`config.mk`:
```
export PLATFORM = sky130hd
export DESIGN_NAME = uart_tx_arbiter_flat
export DESIGN_NICKNAME = d
export VERILOG_FILES = /design/src/rtl/uart_tx_arbiter_pkg.sv /design/src/rtl/uart_tx_arbiter_if.sv /design/src/rtl/uart_tx_arbiter_rr_pick_onehot.sv /design/src/rtl/uart_tx_arbiter.sv /design/src/flat_wrapper.sv
export SDC_FILE = /design/constraint.sdc
export NUM_CORES = 1
export LEC_CHECK = 0
export ABC_AREA = 1
export CAP_MARGIN = 20
export CORE_UTILIZATION = 51
export CTS_CLUSTER_DIAMETER = 80
export DETAILED_ROUTE_END_ITERATION = 8
export MAX_ROUTING_LAYER = met4
export PLACE_DENSITY = 0.95
export SETUP_SLACK_MARGIN = 0.5
export SLEW_MARGIN = 20
export SYNTH_ARGS = -nofsm -noshare
export SYNTH_HDL_FRONTEND = slang
export SYNTH_HIERARCHICAL = 1
export SYNTH_SLANG_ARGS = --single-unit
```
`constraint.sdc`:
```
create_clock -name clk -period 6.4 [get_ports clk]
set_clock_uncertainty 0.05 [all_clocks]
set_input_delay 0.96 -clock clk [delete_from_list [all_inputs] [get_ports clk]]
set_output_delay 0.96 -clock clk [all_outputs]
set_load 0.02 [all_outputs]
```
`src/rtl/uart_tx_arbiter_pkg.sv`:
```
`default_nettype none
// +----------------------------------------------------------------------+
// | uart_tx_arbiter_pkg                                                  |
// | Shared arbiter state encoding and the round-robin pick helper.       |
// | Revision: 1.0                                                        |
// +----------------------------------------------------------------------+
package uart_tx_arbiter_pkg;

  localparam int c_RR_MAX = 16;

  typedef enum logic [0:0] {
    IDLE = 1'b0,
    OWN  = 1'b1
  } arb_state_t;

  // Returns {found, index}: rotate so ptr is bit 0, find first, unrotate.
  function automatic logic [4:0] rr_pick(input logic [15:0] req,
                                         input logic [3:0]  ptr,
                                         input int          n);
    logic [15:0] rot;
    logic [4:0]  idx;
    logic [4:0]  pos;
    logic [3:0]  off;
    logic        found;
    rot   = '0;
    off   = '0;
    found = 1'b0;
    for (int k = 0; k < c_RR_MAX; k++) begin
      idx = {1'b0, ptr} + 5'(k);
      if (idx >= 5'(n)) idx = idx - 5'(n);
      if (k < n) rot[k] = req[idx[3:0]];
    end
    for (int k = c_RR_MAX - 1; k >= 0; k--) begin
      if (rot[k]) begin
        found = 1'b1;
        off   = 4'(k);
      end
    end
    pos = {1'b0, ptr} + {1'b0, off};
    if (pos >= 5'(n)) pos = pos - 5'(n);
    return {found, pos[3:0]};
  endfunction

endpackage
`default_nettype wire

```
`src/rtl/uart_tx_arbiter_if.sv`:
```
`default_nettype none
// +----------------------------------------------------------------------+
// | uart_tx_arbiter_if                                                   |
// | Requester-side and UART-side handshake bundle for the arbiter.       |
// | Revision: 1.0                                                        |
// +----------------------------------------------------------------------+
interface uart_tx_arbiter_if #(
  parameter int N_REQ    = 4,
  parameter int DI_WIDTH = 8
) ();
  logic [N_REQ*DI_WIDTH-1:0] req_data;
  logic [N_REQ-1:0]          req_vld;
  logic [N_REQ-1:0]          req_last;
  logic [N_REQ-1:0]          req_rdy;
  logic [DI_WIDTH-1:0]       uart_din;
  logic                      uart_din_vld;
  logic                      uart_rfd;
  logic [N_REQ-1:0]          grant;
  logic                      busy;

  modport master (
    output req_data, req_vld, req_last, uart_rfd,
    input  req_rdy, uart_din, uart_din_vld, grant, busy
  );

  modport slave (
    input  req_data, req_vld, req_last, uart_rfd,
    output req_rdy, uart_din, uart_din_vld, grant, busy
  );
endinterface
`default_nettype wire

```
`src/rtl/uart_tx_arbiter_rr_pick_onehot.sv`:
```
`default_nettype none
// +----------------------------------------------------------------------+
// | rr_pick_onehot                                                       |
// | Combinational round-robin selector, one-hot result.                  |
// | Revision: 1.0                                                        |
// +----------------------------------------------------------------------+
module rr_pick_onehot
  import uart_tx_arbiter_pkg::*;
#(
  parameter int N = 4
) (
  input  logic [N-1:0]         i_req,
  input  logic [$clog2(N)-1:0] i_ptr,
  output logic [N-1:0]         o_grant
);
  localparam int c_PW = $clog2(N);

  logic [15:0] w_req;
  logic [3:0]  w_ptr;
  logic [4:0]  w_pick;

  always_comb begin
    w_req            = '0;
    w_req[N-1:0]     = i_req;
    w_ptr            = '0;
    w_ptr[c_PW-1:0]  = i_ptr;
  end

  assign w_pick = rr_pick(w_req, w_ptr, N);

  generate
    for (genvar gi = 0; gi < N; gi++) begin : g_onehot
      assign o_grant[gi] = w_pick[4] && (w_pick[3:0] == 4'(gi));
    end
  endgenerate
endmodule
`default_nettype wire

```
`src/rtl/uart_tx_arbiter.sv`:
```
`default_nettype none
// +----------------------------------------------------------------------+
// | uart_tx_arbiter                                                      |
// | Packet-level round-robin arbiter sharing one UART transmitter.       |
// | Revision: 1.0                                                        |
// +----------------------------------------------------------------------+
module uart_tx_arbiter
  import uart_tx_arbiter_pkg::*;
#(
  parameter int N_REQ     = 4,
  parameter int DI_WIDTH  = 8,
  parameter int BURST_MAX = 16,
  parameter int IDLE_TO   = 2048
) (
  input  logic             clk,
  input  logic             rst,
  uart_tx_arbiter_if.slave bus
);
  localparam int c_PTR_W = $clog2(N_REQ);
  localparam int c_BC_W  = $clog2(BURST_MAX + 1);
  localparam int c_IC_W  = $clog2(IDLE_TO);
  localparam logic [c_BC_W-1:0] c_BURST_LAST = c_BC_W'(BURST_MAX - 1);
  localparam logic [c_IC_W-1:0] c_IDLE_LAST  = c_IC_W'(IDLE_TO - 1);

  arb_state_t          r_state;
  logic [N_REQ-1:0]    r_grant;
  logic [c_PTR_W-1:0]  r_rr_ptr;
  logic [c_BC_W-1:0]   r_byte_cnt;
  logic [c_IC_W-1:0]   r_idle_cnt;

  logic [N_REQ-1:0]    w_pick;
  logic [c_PTR_W-1:0]  w_owner;
  logic [c_PTR_W-1:0]  w_next_ptr;
  logic                w_busy;
  logic                w_own_vld;
  logic                w_own_last;
  logic                w_xfer;
  logic                w_release;

  rr_pick_onehot #(.N(N_REQ)) u_pick (
    .i_req   (bus.req_vld),
    .i_ptr   (r_rr_ptr),
    .o_grant (w_pick)
  );

  always_comb begin
    w_owner = '0;
    for (int i = 0; i < N_REQ; i++) begin
      if (r_grant[i]) w_owner = c_PTR_W'(i);
    end
  end

  assign w_busy     = (r_state == OWN);
  assign w_own_vld  = w_busy && bus.req_vld[w_owner];
  assign w_own_last = bus.req_last[w_owner];
  assign w_xfer     = w_own_vld && bus.uart_rfd;
  // Last and burst-limit on the same transfer collapse into one release.
  assign w_release  = w_busy &&
                      ((w_xfer && (w_own_last || (r_byte_cnt == c_BURST_LAST))) ||
                       (!w_own_vld && (r_idle_cnt == c_IDLE_LAST)));
  assign w_next_ptr = (w_owner == c_PTR_W'(N_REQ - 1)) ? '0 : w_owner + c_PTR_W'(1);

  assign bus.uart_din     = w_busy ? bus.req_data[w_owner*DI_WIDTH +: DI_WIDTH] : '0;
  assign bus.uart_din_vld = w_own_vld;
  assign bus.req_rdy      = r_grant & {N_REQ{bus.uart_rfd}};
  assign bus.grant        = r_grant;
  assign bus.busy         = w_busy;

  always_ff @(posedge clk or negedge rst) begin
    if (!rst) begin
      r_state    <= IDLE;
      r_grant    <= '0;
      r_rr_ptr   <= '0;
      r_byte_cnt <= '0;
      r_idle_cnt <= '0;
    end else begin
      case (r_state)
        IDLE: begin
          if (|bus.req_vld) begin
            r_grant    <= w_pick;
            r_byte_cnt <= '0;
            r_idle_cnt <= '0;
            r_state    <= OWN;
          end
        end
        OWN: begin
          if (w_xfer) r_byte_cnt <= r_byte_cnt + c_BC_W'(1);
          r_idle_cnt <= w_own_vld ? '0 : r_idle_cnt + c_IC_W'(1);
          if (w_release) begin
            r_state  <= IDLE;
            r_grant  <= '0;
            r_rr_ptr <= w_next_ptr;
          end
        end
        default: r_state <= IDLE;
      endcase
    end
  end
endmodule
`default_nettype wire

```
`src/flat_wrapper.sv`:
```
// flat-port wrapper written by rule: the top's interface ports become plain ports
module uart_tx_arbiter_flat import uart_tx_arbiter_pkg::*;
#(
  parameter int N_REQ     = 4,
  parameter int DI_WIDTH  = 8,
  parameter int BURST_MAX = 16,
  parameter int IDLE_TO   = 2048
)
  (clk, rst, bus_req_data, bus_req_vld, bus_req_last, bus_uart_rfd, bus_req_rdy, bus_uart_din, bus_uart_din_vld, bus_grant, bus_busy);
  uart_tx_arbiter_if #(.N_REQ(N_REQ), .DI_WIDTH(DI_WIDTH)) bus_i ();
  input  logic clk;
  input  logic rst;
  input wire logic [$bits(bus_i.req_data)-1:0] bus_req_data;
  input wire logic [$bits(bus_i.req_vld)-1:0] bus_req_vld;
  input wire logic [$bits(bus_i.req_last)-1:0] bus_req_last;
  input wire logic [$bits(bus_i.uart_rfd)-1:0] bus_uart_rfd;
  output wire logic [$bits(bus_i.req_rdy)-1:0] bus_req_rdy;
  output wire logic [$bits(bus_i.uart_din)-1:0] bus_uart_din;
  output wire logic [$bits(bus_i.uart_din_vld)-1:0] bus_uart_din_vld;
  output wire logic [$bits(bus_i.grant)-1:0] bus_grant;
  output wire logic [$bits(bus_i.busy)-1:0] bus_busy;
  assign bus_i.req_data = bus_req_data;
  assign bus_i.req_vld = bus_req_vld;
  assign bus_i.req_last = bus_req_last;
  assign bus_i.uart_rfd = bus_uart_rfd;
  assign bus_req_rdy = bus_i.req_rdy;
  assign bus_uart_din = bus_i.uart_din;
  assign bus_uart_din_vld = bus_i.uart_din_vld;
  assign bus_grant = bus_i.grant;
  assign bus_busy = bus_i.busy;
  uart_tx_arbiter #(.N_REQ(N_REQ), .DI_WIDTH(DI_WIDTH), .BURST_MAX(BURST_MAX), .IDLE_TO(IDLE_TO)) u_core (.clk(clk), .rst(rst), .bus(bus_i));
endmodule
```
==> metrics <==
first-pass GRT wire length=between 8000 and 9000 um; Syn Std Cell Area=1960 um^2; clock slew at reported path FFs=~70 ps; Worst-Skew Late Latency=~260 ps; DRC=0; synthesized area per cell=about 6.7 um^2; post-CTS setup repair buffer count=0; HPWL Detailed=between 3000 and 4000 um; final WL=5050 um; crit path launch type=flop; EDFF count, synth=0; Worst-Margin Slew=657 ps; CTS Buf Count=3; Final Hold Viols=0; critical path class=reg2out; GR Layer Usage met1=roughly 28%; sequential share of the synthesized area=29.3%; PostCTS Resize Cnt=0; Crit Path Max Fanout=11; Mapped Nets=around 340; gr ovfl total=0; clk sinks=23; Synth cell types=29; die extent in x=between 60 and 70 um; core footprint=between 3000 and 4000 um^2; WP data required=roughly 5400 ps; GR peak layer=met2; area growth from synthesis to layout=33.8%; #FFs+latches synth=23; via count of the routed design=approximately 2100; CTS root buffer=clkbuf_8; maxcap violations=0; worst vdd ir=0.231 mV; GRT Resource Usage Total=approximately a quarter; Hold WS=468 ps; Cells after Synth=between 200 and 300; H-tree Lvls=1; Vias/cell=approximately 5.3; Post-CTS Hold Buffers=0; RSZ-0062 raised after global routing=no; io pins=between 60 and 70; share of post-route cells with drive strength above 1=under 10%; setup violators final=0; die height=between 60 and 70 um; setup_tns=0 ps; vias in the first global route=1981; share of the clock period used by the worst path=56.9%; ANT nets after route=0; Die ar.=about 4100 um^2; Worst Hold Class=reg2reg; Synth top area share=29.3%; met2 Usage GRT=a little under half; initial antenna violation count=0; crit path DAT=around 2600 ps; final layout net count=403; largest net degree at the start of global routing=24; initial core utilization=~53%; Slew headroom=56.2%; drt initial violations=100; prevailing post-synth register cell=dfrtp_1; number of port buffers=60; power per cell area=about 450 nW/um^2; CP endpoint kind=output port; Final Wtd Congestion=just over 0.8; row count=22; Pins Over Slew Limit=0; first-pass iteration count of the detailed router=4; Static Leak=0.00124 uW; Yosys top cell by area=dfrtp_1; top post-synthesis cells by area=dfrtp_1 29%, nand2_1 12%, nor2_1 10%; Tmin final=between 3000 and 4000 ps; CTS tree=built; n_diodes=0; Avg WL per Cell=12.7 um; max frequency=0.274 GHz; status=finished clean; Final Util=71.2%; fraction of registers with async set/reset=100%; synth warn=6; Longest Clk Path Bufs=2; grt met3 use=7.32%
-- cells in the mapped netlist, drive strengths merged, types with 2 or more instances --
cell type,instances
dfrtp,23
nand3b,2
nor2,61
nand2,71
xor2,8
nand3,23
a21oi,12
o21ai,24
nand4,5
buf,4
o22ai,6
ha,9
inv,37
nor3,2
-- stage by stage --
step / setup WS (ps) / cell area, um^2 / power, uW / cells
3_3_place_gp: 2770 / 2590 / 1060 / 394
4_1_cts: 2750 / 2630 / 1180 / 398
2_1_floorplan: 3890 / 1960 / 833 / 291
5_1_grt: 2630 / 2630 / 1280 / 398
6_report: 2760 / 2630 / 1180 / 398
3_5_place_dp: 2750 / 2590 / 1090 / 394
-- sequential cells by signal, indices dropped and copies added (netlist names) --
signal	cells
u_core/bus.grant	4
u_core/r_idle_cnt	11
u_core/r_byte_cnt	5
u_core/r_rr_ptr	2
u_core/bus.busy	1
-- layout make-up --
type	instances	area, um^2
fillers	295	1060
well taps	48	60.1
flip-flops and latches	23	576
inverters	37	139
clock buffers	4	45.0
repair buffers	60	596
multi-input cells	226	1210
-- critical path: stages, from the launching register on --
cell and delay (ps):
dfrtp_1 480, nor2_2 550, inv_2 230, nor2_1 170, nand2_2 100, a21oi_4 190, clkdlybuf4s50_1 630
-- layer usage --
metal | routed length, um | share of wire [%]
met1 | 2110 | 42
met4 | 21 | 0.42
met2 | 2430 | 48
met3 | 485 | 9.6
met5 | 0 | 0
-- cells in the final DEF, fill, tap and decap left out, types with 6 or more instances in the layout --
| master | synthesis | final |
|---|---|---|
| nand2_1 | 61 | 61 |
| clkdlybuf4s50_1 | 0 | 59 |
| nor2_1 | 53 | 53 |
| inv_1 | 31 | 31 |
| dfrtp_1 | 23 | 23 |
| nand3_1 | 18 | 18 |
| o21ai_0 | 16 | 16 |
| a21oi_1 | 11 | 11 |
| nand2_2 | 9 | 9 |
| ha_1 | 9 | 9 |
| o21ai_1 | 8 | 8 |
| xor2_1 | 8 | 8 |
| inv_2 | 6 | 6 |
| o22ai_1 | 6 | 6 |
-- path summary, 6_finish.rpt --
path / slack, ps / start / cells after the start / end
hold / removal: 470 / u_core/r_byte_cnt[0] / 1 / u_core/r_byte_cnt[0]
setup reg to reg: 3770 / u_core/r_rr_ptr[0] / 18 / u_core/bus.grant[3]
setup / recovery: 2760 / u_core/bus.grant[3] / 6 / bus_uart_din_vld
hold reg to reg: 470 / u_core/r_byte_cnt[0] / 1 / u_core/r_byte_cnt[0]
max in group asynchronous: 5360 / rst / 1 / u_core/r_byte_cnt[3]
min in group asynchronous: 600 / rst / 1 / u_core/r_idle_cnt[9]
-- where the power goes --
group	switching, uW	internal [uW]
Sequential	60.7	184
Clock	43.2	44.4
Combinational	513	333
Total	617	561
-- logic make-up after synthesis --
| logic type | synth area share, % |
|---|---|
| AOI/OAI and AO/OA | 12.1 |
| xor gates and xnor gates | 4.02 |
| muxes | 0.510 |
| buffers and inverters | 8.92 |
| DFF | 29.3 |
| and+or+nand+nor | 39.4 |
| adders and majority gates | 5.74 |
Power figures use the tool's default switching activity.
